File: src/rtl/mac_proc_pkg.sv
// rtl/mac_proc_pkg.sv - opcodes, FSM states and instruction field slices for mac_proc_core
package mac_proc_pkg;

  localparam logic [3:0] OP_NOP   = 4'h0;
  localparam logic [3:0] OP_LDI   = 4'h1;
  localparam logic [3:0] OP_LDAR  = 4'h2;
  localparam logic [3:0] OP_LOAD  = 4'h3;
  localparam logic [3:0] OP_MAC   = 4'h4;
  localparam logic [3:0] OP_CLRAC = 4'h5;
  localparam logic [3:0] OP_INCAR = 4'h6;
  localparam logic [3:0] OP_ADDAR = 4'h7;
  localparam logic [3:0] OP_DEC   = 4'h8;
  localparam logic [3:0] OP_JNZ   = 4'h9;
  localparam logic [3:0] OP_STAC  = 4'hA;
  localparam logic [3:0] OP_HALT  = 4'hF;

  localparam int OP_MSB  = 15;
  localparam int OP_LSB  = 12;
  localparam int RA_MSB  = 11;
  localparam int RA_LSB  = 8;
  localparam int RB_MSB  = 7;
  localparam int RB_LSB  = 4;
  localparam int IMM_MSB = 7;
  localparam int IMM_LSB = 0;

  // A 4-bit register field can name 16 slots regardless of NREG
  localparam int REG_SLOTS = 16;

  typedef enum logic [2:0] {
    S_IDLE,
    S_FETCH,
    S_EXEC,
    S_MEM,
    S_HALT
  } state_t;

endpackage

File: src/rtl/mac_proc_if.sv
// rtl/mac_proc_if.sv - instruction and data memory req/ack bus for mac_proc_core
interface mac_proc_if #(
  parameter int DATA_W = 8,
  parameter int ADDR_W = 16,
  parameter int PC_W   = 8
);
  logic              im_req;
  logic [PC_W-1:0]   im_addr;
  logic [15:0]       im_rdata;
  logic              im_ack;
  logic              dm_req;
  logic              dm_we;
  logic [ADDR_W-1:0] dm_addr;
  logic [DATA_W-1:0] dm_wdata;
  logic [DATA_W-1:0] dm_rdata;
  logic              dm_ack;

  modport master (
    output im_req, im_addr, dm_req, dm_we, dm_addr, dm_wdata,
    input  im_rdata, im_ack, dm_rdata, dm_ack
  );

  modport slave (
    input  im_req, im_addr, dm_req, dm_we, dm_addr, dm_wdata,
    output im_rdata, im_ack, dm_rdata, dm_ack
  );
endinterface

File: src/rtl/mac_proc_regfile.sv
// rtl/mac_proc_regfile.sv - NREG x DATA_W register file, two async reads, one write
module mac_proc_regfile
  import mac_proc_pkg::*;
#(
  parameter int DATA_W = 8,
  parameter int NREG   = 4
) (
  input  logic              i_clk,
  input  logic              i_rst,
  input  logic [3:0]        i_ra_addr,
  input  logic [3:0]        i_rb_addr,
  output logic [DATA_W-1:0] o_ra_data,
  output logic [DATA_W-1:0] o_rb_data,
  input  logic              i_we,
  input  logic [3:0]        i_wa,
  input  logic [DATA_W-1:0] i_wd
);

  // Slots at or above NREG are never written, so they read back as 0
  logic [DATA_W-1:0] r_regs [REG_SLOTS];

  always_ff @(posedge i_clk or posedge i_rst) begin
    if (i_rst) begin
      for (int i = 0; i < REG_SLOTS; i++) r_regs[i] <= '0;
    end else if (i_we) begin
      for (int i = 0; i < NREG; i++) begin
        if (i_wa == 4'(i)) r_regs[i] <= i_wd;
      end
    end
  end

  assign o_ra_data = r_regs[i_ra_addr];
  assign o_rb_data = r_regs[i_rb_addr];

endmodule

File: src/rtl/mac_proc_core.sv
// rtl/mac_proc_core.sv - fetch/execute MAC processor core; MAC_SATURATE_EN selects saturating MAC/STAC
module mac_proc_core
  import mac_proc_pkg::*;
#(
  parameter int DATA_W = 8,
  parameter int ACC_W  = 24,
  parameter int ADDR_W = 16,
  parameter int PC_W   = 8,
  parameter int NREG   = 4
) (
  input  logic             clock,
  input  logic             rst,
  input  logic             start,
  mac_proc_if.master       bus,
  output logic             busy,
  output logic             end_process,
  output logic [ACC_W-1:0] ac_out
);

  state_t            r_state;
  logic [PC_W-1:0]   r_pc;
  logic [ADDR_W-1:0] r_ar;
  logic [ACC_W-1:0]  r_ac;
  logic [15:0]       r_ir;
  logic              r_z;
  logic              r_im_req;
  logic              r_dm_req;
  logic              r_dm_we;
  logic [DATA_W-1:0] r_dm_wdata;
  logic              r_busy;
  logic              r_end;

  logic [3:0]          w_op;
  logic [3:0]          w_ra;
  logic [3:0]          w_rb;
  logic [7:0]          w_imm;
  logic [DATA_W-1:0]   w_ra_data;
  logic [DATA_W-1:0]   w_rb_data;
  logic [DATA_W-1:0]   w_dec;
  logic [2*DATA_W-1:0] w_prod;
  logic [ACC_W-1:0]    w_mac;
  logic [DATA_W-1:0]   w_stac;
  logic                w_rf_we;
  logic [DATA_W-1:0]   w_rf_wd;

  assign w_op  = r_ir[OP_MSB:OP_LSB];
  assign w_ra  = r_ir[RA_MSB:RA_LSB];
  assign w_rb  = r_ir[RB_MSB:RB_LSB];
  assign w_imm = r_ir[IMM_MSB:IMM_LSB];

  mac_proc_regfile #(.DATA_W(DATA_W), .NREG(NREG)) u_regfile (
    .i_clk     (clock),
    .i_rst     (rst),
    .i_ra_addr (w_ra),
    .i_rb_addr (w_rb),
    .o_ra_data (w_ra_data),
    .o_rb_data (w_rb_data),
    .i_we      (w_rf_we),
    .i_wa      (w_ra),
    .i_wd      (w_rf_wd)
  );

  assign w_dec  = w_ra_data - DATA_W'(1);
  assign w_prod = {{DATA_W{1'b0}}, w_ra_data} * {{DATA_W{1'b0}}, w_rb_data};

`ifdef MAC_SATURATE_EN
  logic [ACC_W:0] w_sum;
  assign w_sum  = {1'b0, r_ac} + (ACC_W+1)'(w_prod);
  assign w_mac  = w_sum[ACC_W] ? '1 : w_sum[ACC_W-1:0];
  assign w_stac = (|r_ac[ACC_W-1:DATA_W]) ? '1 : r_ac[DATA_W-1:0];
`else
  assign w_mac  = r_ac + ACC_W'(w_prod);
  assign w_stac = r_ac[DATA_W-1:0];
`endif

  always_comb begin
    w_rf_we = 1'b0;
    w_rf_wd = '0;
    if (r_state == S_EXEC && w_op == OP_LDI) begin
      w_rf_we = 1'b1;
      w_rf_wd = DATA_W'(w_imm);
    end else if (r_state == S_EXEC && w_op == OP_DEC) begin
      w_rf_we = 1'b1;
      w_rf_wd = w_dec;
    end else if (r_state == S_MEM && !r_dm_we && bus.dm_ack) begin
      w_rf_we = 1'b1;
      w_rf_wd = bus.dm_rdata;
    end
  end

  always_ff @(posedge clock or posedge rst) begin
    if (rst) begin
      r_state    <= S_IDLE;
      r_pc       <= '0;
      r_ar       <= '0;
      r_ac       <= '0;
      r_ir       <= '0;
      r_z        <= 1'b0;
      r_im_req   <= 1'b0;
      r_dm_req   <= 1'b0;
      r_dm_we    <= 1'b0;
      r_dm_wdata <= '0;
      r_busy     <= 1'b0;
      r_end      <= 1'b0;
    end else begin
      case (r_state)
        S_IDLE: if (start) begin
          r_state  <= S_FETCH;
          r_im_req <= 1'b1;
          r_busy   <= 1'b1;
        end
        S_FETCH: if (bus.im_ack) begin
          r_ir     <= bus.im_rdata;
          r_pc     <= r_pc + PC_W'(1);
          r_im_req <= 1'b0;
          r_state  <= S_EXEC;
        end
        S_EXEC: begin
          // Default: straight back to fetch; memory ops and HALT override below
          r_state  <= S_FETCH;
          r_im_req <= 1'b1;
          case (w_op)
            OP_LDAR:  r_ar <= ADDR_W'(w_ra_data);
            OP_MAC:   r_ac <= w_mac;
            OP_CLRAC: r_ac <= '0;
            OP_INCAR: r_ar <= r_ar + ADDR_W'(1);
            OP_ADDAR: r_ar <= r_ar + ADDR_W'(w_imm);
            OP_DEC:   r_z  <= (w_dec == '0);
            OP_JNZ:   if (!r_z) r_pc <= PC_W'(w_imm);
            OP_LOAD: begin
              r_im_req <= 1'b0;
              r_dm_req <= 1'b1;
              r_dm_we  <= 1'b0;
              r_state  <= S_MEM;
            end
            OP_STAC: begin
              r_im_req   <= 1'b0;
              r_dm_req   <= 1'b1;
              r_dm_we    <= 1'b1;
              r_dm_wdata <= w_stac;
              r_state    <= S_MEM;
            end
            OP_HALT: begin
              r_im_req <= 1'b0;
              r_busy   <= 1'b0;
              r_end    <= 1'b1;
              r_state  <= S_HALT;
            end
            default: ;
          endcase
        end
        S_MEM: if (bus.dm_ack) begin
          r_dm_req <= 1'b0;
          r_dm_we  <= 1'b0;
          r_im_req <= 1'b1;
          r_state  <= S_FETCH;
        end
        S_HALT:  ;
        default: r_state <= S_IDLE;
      endcase
    end
  end

  assign bus.im_req   = r_im_req;
  assign bus.im_addr  = r_pc;
  assign bus.dm_req   = r_dm_req;
  assign bus.dm_we    = r_dm_we;
  assign bus.dm_addr  = r_ar;
  assign bus.dm_wdata = r_dm_wdata;
  assign busy         = r_busy;
  assign end_process  = r_end;
  assign ac_out       = r_ac;

endmodule
File: src/flat_wrapper.sv
// flat-port wrapper written by rule: the top's interface ports become plain ports
module mac_proc_core_flat import mac_proc_pkg::*;
#(
  parameter int DATA_W = 8,
  parameter int ACC_W  = 24,
  parameter int ADDR_W = 16,
  parameter int PC_W   = 8,
  parameter int NREG   = 4
)
  (clock, rst, start, busy, end_process, ac_out, bus_im_req, bus_im_addr, bus_dm_req, bus_dm_we, bus_dm_addr, bus_dm_wdata, bus_im_rdata, bus_im_ack, bus_dm_rdata, bus_dm_ack);
  mac_proc_if #(.DATA_W(DATA_W), .ADDR_W(ADDR_W), .PC_W(PC_W)) bus_i ();
  input  logic clock;
  input  logic rst;
  input  logic start;
  output logic busy;
  output logic end_process;
  output logic [ACC_W-1:0] ac_out;
  output wire logic [$bits(bus_i.im_req)-1:0] bus_im_req;
  output wire logic [$bits(bus_i.im_addr)-1:0] bus_im_addr;
  output wire logic [$bits(bus_i.dm_req)-1:0] bus_dm_req;
  output wire logic [$bits(bus_i.dm_we)-1:0] bus_dm_we;
  output wire logic [$bits(bus_i.dm_addr)-1:0] bus_dm_addr;
  output wire logic [$bits(bus_i.dm_wdata)-1:0] bus_dm_wdata;
  input wire logic [$bits(bus_i.im_rdata)-1:0] bus_im_rdata;
  input wire logic [$bits(bus_i.im_ack)-1:0] bus_im_ack;
  input wire logic [$bits(bus_i.dm_rdata)-1:0] bus_dm_rdata;
  input wire logic [$bits(bus_i.dm_ack)-1:0] bus_dm_ack;
  assign bus_im_req = bus_i.im_req;
  assign bus_im_addr = bus_i.im_addr;
  assign bus_dm_req = bus_i.dm_req;
  assign bus_dm_we = bus_i.dm_we;
  assign bus_dm_addr = bus_i.dm_addr;
  assign bus_dm_wdata = bus_i.dm_wdata;
  assign bus_i.im_rdata = bus_im_rdata;
  assign bus_i.im_ack = bus_im_ack;
  assign bus_i.dm_rdata = bus_dm_rdata;
  assign bus_i.dm_ack = bus_dm_ack;
  mac_proc_core #(.DATA_W(DATA_W), .ACC_W(ACC_W), .ADDR_W(ADDR_W), .PC_W(PC_W), .NREG(NREG)) u_core (.clock(clock), .rst(rst), .start(start), .bus(bus_i), .busy(busy), .end_process(end_process), .ac_out(ac_out));
endmodule
File: config.mk
export PLATFORM = sky130hd
export DESIGN_NAME = mac_proc_core_flat
export DESIGN_NICKNAME = d
export VERILOG_FILES = /design/src/rtl/mac_proc_pkg.sv /design/src/rtl/mac_proc_if.sv /design/src/rtl/mac_proc_regfile.sv /design/src/rtl/mac_proc_core.sv /design/src/flat_wrapper.sv
export SDC_FILE = /design/constraint.sdc
export NUM_CORES = 1
export LEC_CHECK = 0
export CORE_ASPECT_RATIO = 1.4
export CORE_MARGIN = 1
export CORE_UTILIZATION = 55
export DETAILED_ROUTE_END_ITERATION = 10
export PLACE_DENSITY = 0.77
export SLEW_MARGIN = 5
export SYNTH_ARGS = -nofsm -noshare
export SYNTH_HDL_FRONTEND = slang
export SYNTH_SLANG_ARGS = --single-unit
File: constraint.sdc
create_clock -name clock -period 7.4 [get_ports clock]
set_clock_uncertainty 0.05 [all_clocks]
set_input_delay 1.85 -clock clock [delete_from_list [all_inputs] [get_ports clock]]
set_output_delay 1.85 -clock clock [all_outputs]
set_load 0.1 [all_outputs]
# == Word-level counts from Yosys, hierarchy flattened ==
# Index checks and enable logic that the tools add are counted.
# classes
eq_ne,26
n_lt_le_gt_ge,2
n_mul,1
muxes,35
n_addsub,5
reduce_logical,32
n_bitwise,3
# op_table
cell,count
8-bit two-way mux,10
8-bit binary-select mux with 4-bit select,2
16-bit one-hot mux with 3 select lines,1
24-bit one-hot mux with 2 select lines,1
24-bit by 16-bit adder with 24-bit output,1
2-bit AND reduction,10
16-bit by 1-bit adder with 16-bit output (second input constant),1
16-bit by 8-bit adder with 16-bit output,1
4-bit by 2-bit == test with 1-bit output (second input constant),4
4-bit by 3-bit == test with 1-bit output (second input constant),4
4-bit == test (second input constant),4
8-bit by 8-bit multiplier with 16-bit output,1
8-bit one-hot mux with 2 select lines,1
3-bit one-hot mux with 5 select lines,1
2-bit inequality test (second input constant),7
4-bit AND reduction,3
5-bit >= comparator (second input constant),2
1-bit two-way mux,10
4-bit inverter with 5-bit output,2
3-bit two-way mux,3
3-bit AND reduction,3
8-bit by 1-bit adder with 8-bit output (second input constant),1
4-bit by 1-bit == test with 1-bit output (second input constant),2
8-bit zero test,1
18 further kinds,28
# word_totals
reg_bits,113
wordCells,120
output_inout_bits,61
inputBits,29

# == Depth between registers and ports, before layout ==
# Gate-level depths: netlist of run 1.
# logic_depth
depth_word,7
mapped_depth,22
ltp_nobuf,20

# == Hierarchy ==
# A second synthesis of run 1 with hierarchy kept.
# unflattened
cells_unflattened,909
hier_area_um2,8822.2
# modules_own_cells
mod,instances,cells_each,area_per_inst_um2,seq_area_each_um2
mac_proc_core,1,798,7099.3,2026.9
mac_proc_regfile,1,111,1722.9,800.8

# == Least setup slack after synthesis of run 1 ==
# No wires, ideal clock.
# synth_timing
path_type,reg-to-reg
from,register u_core.r_ir[10]
to,register u_core.r_ac[23] (netlist: u_core.ac_out[23])
n_path_buf,1
path_stages_with_launch,20
arrival_ns,5.495
synth_period_minus_slack_ns,5.669
slack_ns,1.731
path_cell_list,dfrtp_1 -> nor2_1 -> clkbuf_1 -> nand2_1 -> or2_2 -> fa_1 -> fa_1 -> inv_1 -> fa_1 -> inv_1 -> fa_1 -> inv_1 -> ha_1 -> a21o_1 -> a21oi_1 -> a21oi_1 -> or4b_1 -> nand2_1 -> nor4_1 -> a211o_1
# synth_via
elab_chain_len,7
# synth_rtl
element,line_no,text
from (decl),mac_proc_core.sv:24,logic [15:0] r_ir;
from (signal assigned),mac_proc_core.sv:113,r_ir <= bus.im_rdata;
4-bit inverter with 5-bit output (implied by the code),mac_proc_regfile.sv:32,assign o_ra_data = r_regs[i_ra_addr];
8-bit binary-select mux with 4-bit select,mac_proc_regfile.sv:32,
8-bit two-way mux (implied by the code) (2 in a row),mac_proc_regfile.sv:32,
8-bit by 8-bit multiplier with 16-bit output,mac_proc_core.sv:64,"assign w_prod = {{DATA_W{1'b0}}, w_ra_data} * {{DATA_W{1'b0}}, w_rb_data};"
24-bit by 16-bit adder with 24-bit output,mac_proc_core.sv:72,assign w_mac = r_ac + ACC_W'(w_prod);
24-bit one-hot mux with 2 select lines,mac_proc_core.sv:122,case (w_op)
to (signal assigned),mac_proc_core.sv:124,OP_MAC: r_ac <= w_mac;
to (decl),mac_proc_core.sv:23,logic [ACC_W-1:0] r_ac;
# Every way passes these cells. The select of a mux whose other input is x is not followed.
# A chain may end at the register's enable or synchronous reset.

# == Worst setup path after layout of run 1 ==
# layout_timing
from,register u_core.r_ir[8]
to,register u_core.r_ac[20] (netlist: u_core.ac_out[20])
# The elaborated chain is that of the path after synthesis.

==> summary.md, run 1 <==
| Metric | Value |
|---|---|
| Status | completed |
| Worst setup SP type | register |
| Clock Sink Count | roughly 110 |
| Post-Synth Simple-Gate Area | between 10% and 20% |
| Pwr/cell area | roughly 270 nW/um2 |
| Std-Cell Rows | 54 |
| Worst EP arrival | roughly 6.5 ns |
| Die Width | about 110 um |
| Final nets | around 1.2k |
| Post-cts hold buffer count | 0 |
| Setup Buffers After CTS | 0 |
| Mux cell area share after synthesis | under 10% |
| Synth-to-layout area growth | 19.20% |
| N_diodes | 0 |
| Commonest non-fill, non-tap cells in the layout | nand2_1 (137), dfrtp_1 (113), inv_1 (109), nor2_1 (89), clkdlybuf4s50_1 (89) |
| Cells along the critical path | or3b_1 -> o22ai_2 -> nand2_1 -> fa_1 -> inv_1 -> fa_1 -> inv_1 -> fa_1 -> fa_1 -> inv_1 -> ha_1 -> o21ai_0 -> o21ai_0 -> nand2_1 -> o21a_1 -> o21ai_0 -> a311o_1 -> nand2_1 |
| Critical path's top delay family | adder cells |
| Fin crit period | 6.250 ns |
| Yosys top cell area share | 32.58% |
| DR pass1 iterations | 5 |
| Synth area leaders | dfrtp_1 (33%), fa_1 (12%), ha_1 (7.5%) |
| Layout Utilization | roughly two thirds |
| Crit path max fanout | 12 |
| Initial antenna violation count | 0 |
| DRT iter0 DRCs | 488 |
| Detail Placement HPWL | roughly 17000 um |
| Total I/O pin count | 90 |
| Cts repair resizes | 0 |
| P_leak | between 0.004 and 0.005 uW |
| Yosys reg bits | approximately 110 |
| Core ar. | ~15000 um2 |
| Setup WS post-layout | approximately 1.1 ns |
| Routed wire per std cell | 18.01 um |
| Slew Viols, Final | 0 |
| Tcrit/Tclk final | 84.47% |
| Headroom to the max-slew limit | between 30% and 40% |
| Syn_nets | ~1.1k |
| Post-synthesis sequential area ratio | ~33% |
| CTS clk-pin slew, worst paths | 0.06 ns |
| Port Buffers | 89 |
| # H-tree levels | 4 |
| Post-Syn Instances | approximately 960 |
| Grt ovf | 0 |
| Yosys cell types | 71 |
| Gr usage total | between 20% and 30% |
| Number of synthesized flops with an enable pin | 0 |
| Synth async-reset ratio | between 90% and 100% |
| Placed cells | about 1.2k |
| Post-Syn Area | roughly 8700 um2 |
| Fin cells | 1245 |
| DRC | 0 |
| Clk buf depth | 2 |
| Dominant synthesized flop cell | dfrtp_1 |
| Largest net degree at the start of global routing | between 60 and 70 |
| Slowest stage delay, CP | roughly 0.66 ns |
| Cts bufs inserted | 17 |
| Setup Viol. Count Final | 0 |
| Crit path required time | approximately 7.7 ns |
| Fin. Hold Viols | 0 |
| Warnings, synthesis | 96 |
| Routed vias | 7246 |
| Post-Synth XOR/XNOR Area | around 2.6% |
| CP most frequent cell | fa_1 |
| Clock root buffer | clkbuf_16 |
| Die area | roughly 16000 um2 |
| WP buf/inv | 3 |
| Vias per cell | slightly below 6 |
| Vias in the first global route | about 7.2k |
| Routed Antenna Nets | 0 |
| HP Class | reg -> reg |
| Worst-Skew Late Latency | ~0.42 ns |
| Initial Utilization | between 50% and 60% |
| RSZ-0062 raised after global routing | no |
| Setup crit end kind | register |
| Share of layout cells above drive strength 1 | under 10% |
| Placer's final routability congestion estimate | approximately 0.93 |
| Tightest Pin Transition | roughly 1.0 ns |
| Mean post-synth cell area | 9.032 um2 |
| Crit path kind | reg -> reg |
| Max Freq | around 160 MHz |
| Largest family of logic cells by synthesized area | adder cells |
| Synth Area in Compound Gates | between 10% and 20% |
| Total Power | about 2800 uW |
| Max IR drop VDD | 0.4175 mV |
| Slowest cell on crit path | dfrtp_1 |
| Max-cap violations | 0 |
| Cell taking the most area after synthesis | dfrtp_1 |
| Setup_tns | 0 ns |
| WL final | between 20000 and 25000 um |
| CTS tree | done |
| Most common cell after layout, fill and taps aside | nand2_1 |
| DP Worst Slack | 1.235 ns |
| First-pass GRT wire length | approximately 36000 um |
| Die extent in y | approximately 150 um |
| Post-Synth Adder-Cell Area | between 10% and 20% |
[through the flow]
stage,hold slack [ns],instance area (um2)
floorplan,0.4160,8680
global placement,0.4090,9697
detailed placement,0.4203,9697
CTS,0.4344,10340
global route,0.4539,10350
finish,0.4253,10350
[synthesized netlist by cell type (10+ instances only)]
master	number
a21oi_1	38
mux4_2	11
xnor2_1	19
mux2_2	18
o31ai_1	11
fa_1	51
nor2_1	89
dfrtp_1	113
nand3_1	20
clkbuf_1	29
nor3_1	12
nand2_1	137
o21ai_1	33
o21ai_0	51
inv_1	110
ha_1	52
mux2i_1	12
a21o_1	10
[state kept, by name (all words and copies together) (netlist names)]
signal                   count
u_core.r_state               3
u_core.r_z                   1
u_core.bus.dm_wdata          8
u_core.u_regfile.r_regs     32
u_core.bus.im_addr           8
u_core.bus.im_req            1
u_core.end_process           1
u_core.bus.dm_req            1
u_core.ac_out               24
u_core.busy                  1
u_core.bus.dm_addr          16
u_core.r_ir                 16
u_core.bus.dm_we             1
[metal layers]
layer | GRT usage (%) | part of all wire [%] | vias to the layer above
li1 | - | - | 3429
met4 | 15.68 | 4.2 | 0
met1 | 35.75 | 40 | 3528
met2 | 50.61 | 52 | 224
met3 | 4.113 | 4.4 | 65
met5 | 0 | 0 | -
[kinds of logic (layout without fill, tap and decap cells)]
kind of cell               Yosys count  in the layout
DFF                                113            113
AOI/OAI and AO/OA                  205            205
xor gates and xnor gates            26             26
muxes                               41             41
buffers and inverters              154            242
and+or+nand+nor                    319            319
adders and majority gates          103            103
[worst register-to-register path, delay by kind of cell (launching register included)]
kind            cells  cell delay [ns]
compound gates      6             2.04
fa+ha+maj           5             2.36
buf+inv             3             0.15
flops               1             0.66
simple gates        4             0.89
[cell type report]
class / instances / area (um2)
Tap cell: 196 / 245.2
Sequential cell: 113 / 2828
Inverter: 112 / 422.9
Clock inverter: 14 / 202.7
Fill cell: 1240 / 5126
Timing Repair Buffer: 98 / 958.4
Multi-Input combinational cell: 694 / 5250
Clock buffer: 18 / 439.2
[where the power goes]
part	switching, uW	internal, uW	total (uW)	leakage (uW)
Clock	321	577	898	0.000311
Combinational	672	331	1000	0.00290
Sequential	211	723	933	0.00150
[final timing paths]
path                                               startpoint                                       end  slack [ns]  cells after the start
setup / recovery                   u_core.r_ir[8]$_DFFE_PP0P_             u_core.ac_out[20]$_DFFE_PP0P_        1.15                     18
hold / removal             u_core.bus.dm_wdata[5]$_DFFE_PP0P_        u_core.bus.dm_wdata[5]$_DFFE_PP0P_        0.43                      2
setup reg to reg                   u_core.r_ir[8]$_DFFE_PP0P_             u_core.ac_out[20]$_DFFE_PP0P_        1.15                     18
hold reg to reg            u_core.bus.dm_wdata[5]$_DFFE_PP0P_        u_core.bus.dm_wdata[5]$_DFFE_PP0P_        0.43                      2
max in group asynchronous                                 rst              u_core.bus.dm_we$_DFFE_PP0P_        4.25                      3
min in group asynchronous                                 rst  u_core.u_regfile.r_regs[105]$_DFFE_PP0P_        1.87                      2
No activity file was read; power rests on OpenSTA's default activity.
==> inputs of run 2 (changes only) <==
Settings changed: CORE_UTILIZATION 55 to 53.
Clock period 7.4 ns to 5.25 ns, I/O delays scaled along.
==> summary.md, run 2 (synthesis results as in run 1) <==
| Metric | Value |
|---|---|
| Fin cells | 1360 |
| Hold path depth | 2 |
| Die Width | around 110 um |
| P_leak | 0.005292 uW |
| Placer's final routability congestion estimate | slightly above 0.9 |
| WL final | about 25000 um |
| Crit path required time | between 5 and 6 ns |
| Std-Cell Rows | 55 |
| CP startpoint | u_core.r_ir[10]$_DFFE_PP0P_ |
| HP Class | reg -> reg |
| Fill cells | 1176 |
| # H-tree levels | 4 |
| Cts bufs inserted | 17 |
| Cells along the critical path | or3b_1 -> buf_6 -> o22ai_4 -> buf_6 -> nand3_2 -> fa_1 -> fa_1 -> inv_2 -> fa_1 -> inv_1 -> fa_1 -> inv_2 -> ha_4 -> a21o_1 -> a21oi_4 -> a21oi_2 -> or4b_4 -> nand2_4 -> nor4_2 -> a211o_1 |
| N_diodes | 0 |
| Detail Placement HPWL | about 18000 um |
| Commonest non-fill, non-tap cells in the layout | nand2_1 (127), dfrtp_1 (111), buf_4 (108), inv_1 (103), clkdlybuf4s50_1 (89) |
| Vias per cell | about 5.8 |
| Worst Reg2Reg Path Length in Cells | 20 |
| CTS clk-pin slew, worst paths | 0.06 ns |
| Initial Utilization | a little over half |
| Final nets | 1280 |
| Largest net degree at the start of global routing | 70 |
| Clock Sink Count | approximately 110 |
| Slowest cell on crit path | fa_1 |
| Max IR drop VDD | 0.5219 mV |
| Worst EP arrival | around 5.6 ns |
| Max-cap violations | 0 |
| Area occupied by multi-input gates | ~5500 um2 |
| Clk buf depth | 2 |
| DRC | 0 |
| RSZ-0062 raised after global routing | yes |
| Crit path max fanout | 7 |
| Slowest stage delay, CP | between 0.5 and 0.6 ns |
| Setup WS post-layout | -0.06987 ns |
| FF-to-FF Start | u_core.r_ir[10]$_DFFE_PP0P_ |
| Synth-to-layout area growth | 32.45% |
| Setup Viol. Count Final | 4 |
| Routed Antenna Nets | 0 |
| Failing checks | negative setup slack |
| Total I/O pin count | 90 |
| Clock root buffer | clkbuf_16 |
| Tightest Pin Transition | 1.028 ns |
| Share of layout cells above drive strength 1 | a little under a quarter |
| Tcrit/Tclk final | 101.3% |
| Routed vias | ~7.9k |
| Grt ovf | 0 |
| Hold path startpoint | u_core.bus.dm_wdata[3]$_DFFE_PP0P_ |
| Slew Viols, Final | 0 |
| Max Freq | approximately 190 MHz |
| Fin. Hold Viols | 0 |
| CTS tree | done |
| Initial antenna violation count | 0 |
| Port Buffers | 89 |
| FF/Latch Area | approximately 2800 um2 |
| Core ar. | around 16000 um2 |
| Headroom to the max-slew limit | a little under a third |
| Setup_tns | -0.1338 ns |
| DR pass1 iterations | 7 |
| Vias in the first global route | between 8k and 9k |
| Die area | 16900 um2 |
| CP most frequent cell | fa_1 |
| Worst setup SP type | register |
| Status | finished, violations left |
| Pwr/cell area | about 370 nW/um2 |
| Worst-Skew Late Latency | between 0.4 and 0.5 ns |
| Largest Register | u_core.u_regfile.r_regs |
| Most common cell after layout, fill and taps aside | nand2_1 |
| Routed wire per std cell | between 15 and 20 um |
| First-pass GRT wire length | a little over 40000 um |
| Crit path kind | reg -> reg |
| Placed cells | roughly 1.3k |
| Setup crit end kind | register |
| Gr usage total | between 30% and 40% |
| Post-cts hold buffer count | 0 |
| Die extent in y | 153.4 um |
| DRT iter0 DRCs | 473 |
| Layout Utilization | between 70% and 80% |
| Max FFs per register | 32 |
| Fin crit period | about 5.3 ns |
-- run 2: timing repair --
action / CTS / global route
resized for setup: 45 / 27
buffers inserted: 11 / 15
pin swaps: 34 / 25
endpoints found under the setup margin: 12 / 13
gates cloned: 0 / 0
-- run 2: power by group --
part / internal (uW) / switching (uW)
clock: 717 / 475
combinational: 707 / 1130
sequential: 1020 / 219
-- run 2: final timing paths --
path | to | slack, ns
max reg2reg | u_core.ac_out[23]$_DFFE_PP0P_ | -0.07
min in group asynchronous | u_core.u_regfile.r_regs[107]$_DFFE_PP0P_ | 1.38
max | u_core.ac_out[23]$_DFFE_PP0P_ | -0.07
max in group asynchronous | u_core.r_ir[14]$_DFFE_PP0P_ | 2.90
min | u_core.bus.dm_wdata[3]$_DFFE_PP0P_ | 0.43
min reg2reg | u_core.bus.dm_wdata[3]$_DFFE_PP0P_ | 0.43
-- run 2: area by class of cell --
type | count | area share [%]
tap | 199 | 2.166
multi-input combinational | 694 | 48.06
inverter | 112 | 3.679
timing repair buffer | 210 | 16.30
sequential | 113 | 24.62
clock buffer | 18 | 3.820
clock inverter | 14 | 1.350
-- run 2: critical path, delay by kind of cell, from the launching register on --
family / cells / cell delay (ns)
DFF: 1 / 0.40
adders and majority gates: 5 / 2.20
and+or+nand+nor: 5 / 1.11
AOI/OAI and AO/OA: 5 / 0.99
buffers and inverters: 5 / 0.45
-- run 2: routing by layer --
metal / global-route usage [%] / up-vias / part of all wire (%)
met3: 5.842 / 107 / 5.2
li1: - / 3662 / -
met1: 35.88 / 3860 / 37
met2: 52.50 / 312 / 52
met5: 0 / - / 0
met4: 19.11 / 0 / 5.8
-- run 2: per-stage QoR --
step	power [uW]	hold slack, ns	area, um2	setup slack [ns]
final	4274	0.4303	11500	-0.06987
after global placement	2878	0.4129	10430	-0.2074
after floorplan	2374	0.4160	8761	0.001394
after global routing	4441	0.4403	11500	-0.2022
after CTS	4170	0.4380	11290	-0.01634
after detailed placement	2906	0.4238	10430	-0.2688
